`config.mk`:
```
export PLATFORM = sky130hd
export DESIGN_NAME = multdiv_controller
export DESIGN_NICKNAME = d
export VERILOG_FILES = /design/src/rtl/multdiv_controller_pkg.sv /design/src/rtl/multdiv_wait_counter.sv /design/src/rtl/multdiv_controller.sv
export SDC_FILE = /design/constraint.sdc
export NUM_CORES = 1
export LEC_CHECK = 0
export CAP_MARGIN = 10
export CELL_PAD_IN_SITES_DETAIL_PLACEMENT = 1
export CELL_PAD_IN_SITES_GLOBAL_PLACEMENT = 1
export CORE_MARGIN = 2
export CORE_UTILIZATION = 33
export DETAILED_ROUTE_END_ITERATION = 7
export PLACE_DENSITY = 0.95
export SLEW_MARGIN = 20
export SYNTH_ARGS = -nofsm -noshare
export SYNTH_HDL_FRONTEND = slang
export SYNTH_HIERARCHICAL = 1
export SYNTH_SLANG_ARGS = --single-unit
```
`constraint.sdc`:
```
create_clock -name clock -period 6.2 [get_ports clock]
set_clock_uncertainty 0.05 [all_clocks]
set_input_delay 1.55 -clock clock [delete_from_list [all_inputs] [get_ports clock]]
set_output_delay 1.55 -clock clock [all_outputs]
set_load 0.01 [all_outputs]
```
`src/rtl/multdiv_controller_pkg.sv`:
```
// Shared definitions for the mult/div sequencer: FSM state encodings and
// default timing parameters.
package multdiv_controller_pkg;

  typedef enum logic [1:0] {
    ST_IDLE  = 2'd0,
    ST_ISSUE = 2'd1,
    ST_WAIT  = 2'd2,
    ST_DONE  = 2'd3
  } state_t;

  // Must exceed the divider latency (35 cycles); 2**CNT_W must exceed it.
  localparam int TIMEOUT_DEFAULT = 40;
  localparam int CNT_W_DEFAULT   = 6;

endpackage

```
`src/rtl/multdiv_wait_counter.sv`:
```
// Up counter for WAIT cycles: synchronous clear, count enable and a
// terminal-count flag that is high while the count equals TERM.
module multdiv_wait_counter #(
  parameter int CNT_W = 6,
  parameter int TERM  = 39
) (
  input  logic clock,
  input  logic reset,
  input  logic clear,
  input  logic enable,
  output logic term
);

  localparam logic [CNT_W-1:0] TERM_C = CNT_W'(TERM);

  logic [CNT_W-1:0] count;

  always_ff @(posedge clock or posedge reset) begin
    if (reset) begin
      count <= '0;
    end else if (clear) begin
      count <= '0;
    end else if (enable) begin
      count <= count + CNT_W'(1);
    end
  end

  assign term = (count == TERM_C);

endmodule

```
`src/rtl/multdiv_controller.sv`:
```
// Execute-stage sequencer for the shared multiplier/divider: captures one op,
// fires a single start pulse, waits for the selected unit (or a timeout) and
// returns a one-cycle writeback strobe while stalling the front of the pipe.
//
// Handshake: op_valid is held by the pipeline for as long as stall is high; an
// op is accepted on the edge where the FSM is IDLE with op_valid & ~flush, and
// its result is presented for exactly one cycle with wb_valid (stall low then,
// so the pipeline retires the op together with its result).
module multdiv_controller
  import multdiv_controller_pkg::*;
#(
  parameter int TIMEOUT = TIMEOUT_DEFAULT,
  parameter int CNT_W   = CNT_W_DEFAULT
) (
  input  logic        clock,
  input  logic        reset,
  input  logic        op_valid,
  input  logic        op_is_div,
  input  logic [4:0]  op_rd,
  input  logic [31:0] op_A,
  input  logic [31:0] op_B,
  input  logic        flush,
  output logic        ctrl_MULT,
  output logic        ctrl_DIV,
  output logic [31:0] data_operandA,
  output logic [31:0] data_operandB,
  input  logic [31:0] mult_result,
  input  logic        mult_resultRDY,
  input  logic        mult_exception,
  input  logic [31:0] div_result,
  input  logic        div_resultRDY,
  input  logic        div_exception,
  output logic        stall,
  output logic        busy,
  output logic [4:0]  busy_rd,
  output logic        wb_valid,
  output logic [4:0]  wb_rd,
  output logic [31:0] wb_data,
  output logic        wb_exception,
  output logic        wb_is_div,
  output logic [1:0]  state_dbg
);

  state_t      state;
  logic [4:0]  cap_rd;
  logic        cap_is_div;
  logic        cnt_term;
  logic        sel_rdy;
  logic        sel_exc;
  logic [31:0] sel_result;

  multdiv_wait_counter #(
    .CNT_W (CNT_W),
    .TERM  (TIMEOUT - 1)
  ) u_wait_counter (
    .clock  (clock),
    .reset  (reset),
    .clear  (state == ST_ISSUE),
    .enable (state == ST_WAIT),
    .term   (cnt_term)
  );

  // Only the unit that was started may complete the op; the other is ignored.
  assign sel_rdy    = cap_is_div ? div_resultRDY  : mult_resultRDY;
  assign sel_exc    = cap_is_div ? div_exception  : mult_exception;
  assign sel_result = cap_is_div ? div_result     : mult_result;

  always_ff @(posedge clock or posedge reset) begin
    if (reset) begin
      state         <= ST_IDLE;
      cap_rd        <= '0;
      cap_is_div    <= 1'b0;
      data_operandA <= '0;
      data_operandB <= '0;
      ctrl_MULT     <= 1'b0;
      ctrl_DIV      <= 1'b0;
      wb_valid      <= 1'b0;
      wb_rd         <= '0;
      wb_data       <= '0;
      wb_exception  <= 1'b0;
      wb_is_div     <= 1'b0;
    end else begin
      ctrl_MULT <= 1'b0;
      ctrl_DIV  <= 1'b0;
      wb_valid  <= 1'b0;
      if (flush) begin
        state <= ST_IDLE;
      end else begin
        case (state)
          ST_IDLE: begin
            if (op_valid) begin
              cap_rd        <= op_rd;
              cap_is_div    <= op_is_div;
              data_operandA <= op_A;
              data_operandB <= op_B;
              // Start pulse is registered so it is high exactly in ISSUE.
              ctrl_DIV      <= op_is_div;
              ctrl_MULT     <= ~op_is_div;
              state         <= ST_ISSUE;
            end
          end
          ST_ISSUE: begin
            state <= ST_WAIT;
          end
          ST_WAIT: begin
            if (sel_rdy) begin
              wb_valid     <= 1'b1;
              wb_rd        <= cap_rd;
              wb_data      <= sel_result;
              wb_exception <= sel_exc;
              wb_is_div    <= cap_is_div;
              state        <= ST_DONE;
            end else if (cnt_term) begin
              wb_valid     <= 1'b1;
              wb_rd        <= cap_rd;
              wb_data      <= '0;
              wb_exception <= 1'b1;
              wb_is_div    <= cap_is_div;
              state        <= ST_DONE;
            end
          end
          ST_DONE: begin
            state <= ST_IDLE;
          end
          default: begin
            state <= ST_IDLE;
          end
        endcase
      end
    end
  end

  // Reset is folded in so every output is low while reset is asserted.
  assign stall = ~reset & ~flush &
                 (((state == ST_IDLE) & op_valid) | (state == ST_ISSUE) | (state == ST_WAIT));
  assign busy      = (state != ST_IDLE);
  assign busy_rd   = busy ? cap_rd : 5'd0;
  assign state_dbg = state;

endmodule

```
==> results by group <==
Placed design
  – GPL Wtd Cong: 0.7528
  – Post-Place Worst Slack: 1.725 ns
  – Hpwl dp: about 11000 um
  – Dpl cell area: between 0.007 and 0.008 mm2
  – Port Buffers: ~260

Route
  – Starting DRT DRC Count: 137
  – WL per Instance: a little under 20 um
  – WL met3: 1434 um
  – Vias: roughly 3800
  – Top sig layer: met4
  – DR pass1 iterations: 5
  – Routed met1 length: between 5000 and 6000 um
  – DRC: 0
  – Via density: 4.773
  – Post-route ant nets: 0
  – DR WL met2: around 7900 um
  – Total Wirelength: 15310 um

Worst setup path
  – Critical Setup Path Class: in2out
  – Flop2flop setup slack: roughly 3.8 ns
  – CP Launch Type: primary input
  – Critical Path Sink Type: primary output
  – FF-to-FF Start: state_dbg[0]
  – Crit path DAT: between 2 and 3 ns
  – WP data required: 4.60 ns
  – Worst-path fanout max: 3
  – R2r endpoint: wb_rd[1]
  – FF-to-FF path depth: 6

Synth
  – Count leader, synth: dfrtp_1
  – Largest cells by area after synthesis: dfrtp_1 60%, mux2_2 16%, mux2i_1 6.9%
  – Most used DFF post-synth: dfrtp_1
  – Mapped Area: just under 0.005 mm2
  – Synth Warn #: 6
  – Count of cell types in the netlist: 34
  – Cells after synthesis: ~340
  – Synth area leader: dfrtp_1
  – Post-synth ARST share: between 90% and 100%
  – Count of state elements after synthesis: 120
  – Synth top area share: 60.47%
  – Net Count, Synth: 483
  – Sequential area share after synthesis: between 60% and 70%
  – Synth cell count leaders: 120 x dfrtp_1, 72 x mux2_2, 34 x mux2i_1
  – Syn Area/Cell: about 15 um2
  – Number of synthesized flops with an enable pin: 0

CTS
  – Clock insertion delay at the later pin of the skew report: approximately 0.40 ns
  – CTS Hold Buffers Added: 0
  – Clk buf depth: 2
  – CTS Buf Count: 17
  – # resized after CTS: 0
  – Clk sinks: 120
  – CTS tree: built
  – Worst-path clk slew: 0.05 ns
  – Post-CTS setup buffers: 0
  – Htree depth: 4
  – CTS Root Buffer Type: clkbuf_16

GRT
  – Largest net degree at the start of global routing: 72
  – First-pass GRT wire length: about 24000 um
  – Total Routing Usage GR: about a fifth
  – Vias in the first global route: 4412
  – Total gr overflow: 0
  – Initial antenna violation count: 0

Worst hold path
  – HP Start: wb_data[11]
  – Min-Delay Path Depth: 1
  – Hold Path Sink: wb_data[11]
  – Hold WC Path Type: reg2reg

Pwr
  – Cell Pwr Density: a little under 500 mW/mm2
  – P_int: 2.858 mW
  – Leak: between 3 and 4 nW
  – Combinational share of power: between 40% and 50%
  – Clock power frac: between 20% and 30%
  – Sequential power share: 33.4%
  – Maximum vdd drop: 0.2853 mV
  – Power Total: around 4 mW
  – Switching share of power: a little under a third
  – Switch Pwr: between 1 and 1.5 mW

Timing
  – Max Slew Vio Count: 0
  – Hold slack: between 0.4 and 0.5 ns
  – RSZ-0062 raised after global routing: false
  – Setup WS post-layout: around 1.7 ns
  – Tmin final: ~4.5 ns
  – Final Cycle Share: roughly 72%
  – Final setup TNS: 0 ns
  – Worst Tran Pin Value: approximately 0.94 ns
  – Final Hold Vio Count: 0
  – Fmax: approximately 220 MHz
  – Final setup viols: 0
  – Slew HR: a little under two fifths

Die
  – Die Ht: between 100 and 150 um
  – Initial Util: between 30% and 40%
  – Row count: 44
  – I/O pin total: approximately 260
  – CORE AREA: 0.01464 mm2
  – Die area: roughly 0.016 mm2
  – Die width: roughly 130 um

Cells and area
  – Nets: 744
  – Ratio of cells with drive above 1 in the final layout: a little under a fifth
  – N_diodes: 0
  – Area Overhead vs Synth: 66.72%
  – Post-route cell area: a little over 0.008 mm2

Outcome
  – Outcome: finished clean

Run
  – Max-cap viol count: 0
## power by group through the flow
stage	Combinational (mW)	Sequential, mW	Clock [mW]
2_1_floorplan	0.656	1.49	0
3_5_place_dp	1.81	1.38	0
5_1_grt	1.90	1.42	1.01
4_1_cts	1.81	1.38	0.978
3_3_place_gp	1.74	1.34	0
6_report	1.78	1.37	0.953
## metrics by stage
stage,cells,utilization (%)
2_1_floorplan,336,-
3_3_place_gp,762,52.58
3_5_place_dp,762,52.58
4_1_cts,794,56.52
5_1_grt,794,56.54
6_report,794,56.54
## placed cells by master (no fill, tap or decap), types with 5 or more instances in the layout
cell type	n
clkbuf_16	17
clkdlybuf4s50_1	256
dfrtp_1	119
ha_1	5
inv_1	7
mux2_2	72
mux2_4	5
mux2i_1	34
nor2_1	10
nor2b_1	6
o2bb2ai_1	32
## layout make-up
type                       count  area (um2)
multi-input combinational    189        1839
clock inverter                 8       95.09
sequential                   120        3004
clock buffer                  24       481.7
timing repair buffer         260        2592
tap                          184       230.2
inverter                       9       36.28
fill                        1436        6365
## cells by family (layout without fill, tap and decap cells)
family / Yosys count / in the layout / share of synthesized area, %
flip-flops: 120 / 120 / 60.47
multiplexers: 111 / 111 / 24.69
adder cells (fa/ha/maj): 5 / 5 / 1.260
AND/OR/NAND/NOR: 27 / 27 / 3.024
XOR/XNOR: 4 / 4 / 0.7056
buffers and inverters: 27 / 301 / 2.545
AO/OA/AOI/OAI: 42 / 42 / 7.307
## worst max-delay path: stages
cell             delay [ns]
clkdlybuf4s50_1        0.52
a211oi_1               0.09
nor3_1                 0.15
clkdlybuf4s50_1        0.57
## sequential cells by signal, summed over array words and instances (netlist names)
| signal | count |
|---|---|
| cap_is_div | 1 |
| wb_data | 32 |
| cap_rd | 5 |
| data_operandA | 32 |
| ctrl_MULT | 1 |
| wb_rd | 5 |
| wb_valid | 1 |
| wb_is_div | 1 |
| wb_exception | 1 |
| ctrl_DIV | 1 |
| data_operandB | 32 |
| u_wait_counter/count | 6 |
| state_dbg | 2 |
## metal layers
layer / up-vias / track usage, %
li1: 1740 / -
met1: 1841 / 20.35
met2: 185 / 34.66
met3: 24 / 7.803
met4: 0 / 6.917
met5: - / 0
## how the worst max path moves through the flow
stage / from / to / slack (ns)
5_1_grt: flush / stall / 1.66
6_report: op_valid / stall / 1.72
3_5_place_dp: flush / stall / 1.72
4_1_cts: flush / stall / 1.73
2_1_floorplan: reset / cap_is_div / 1.58
3_3_place_gp: op_valid / stall / 1.73
No activity file was read; power rests on OpenSTA's default activity.
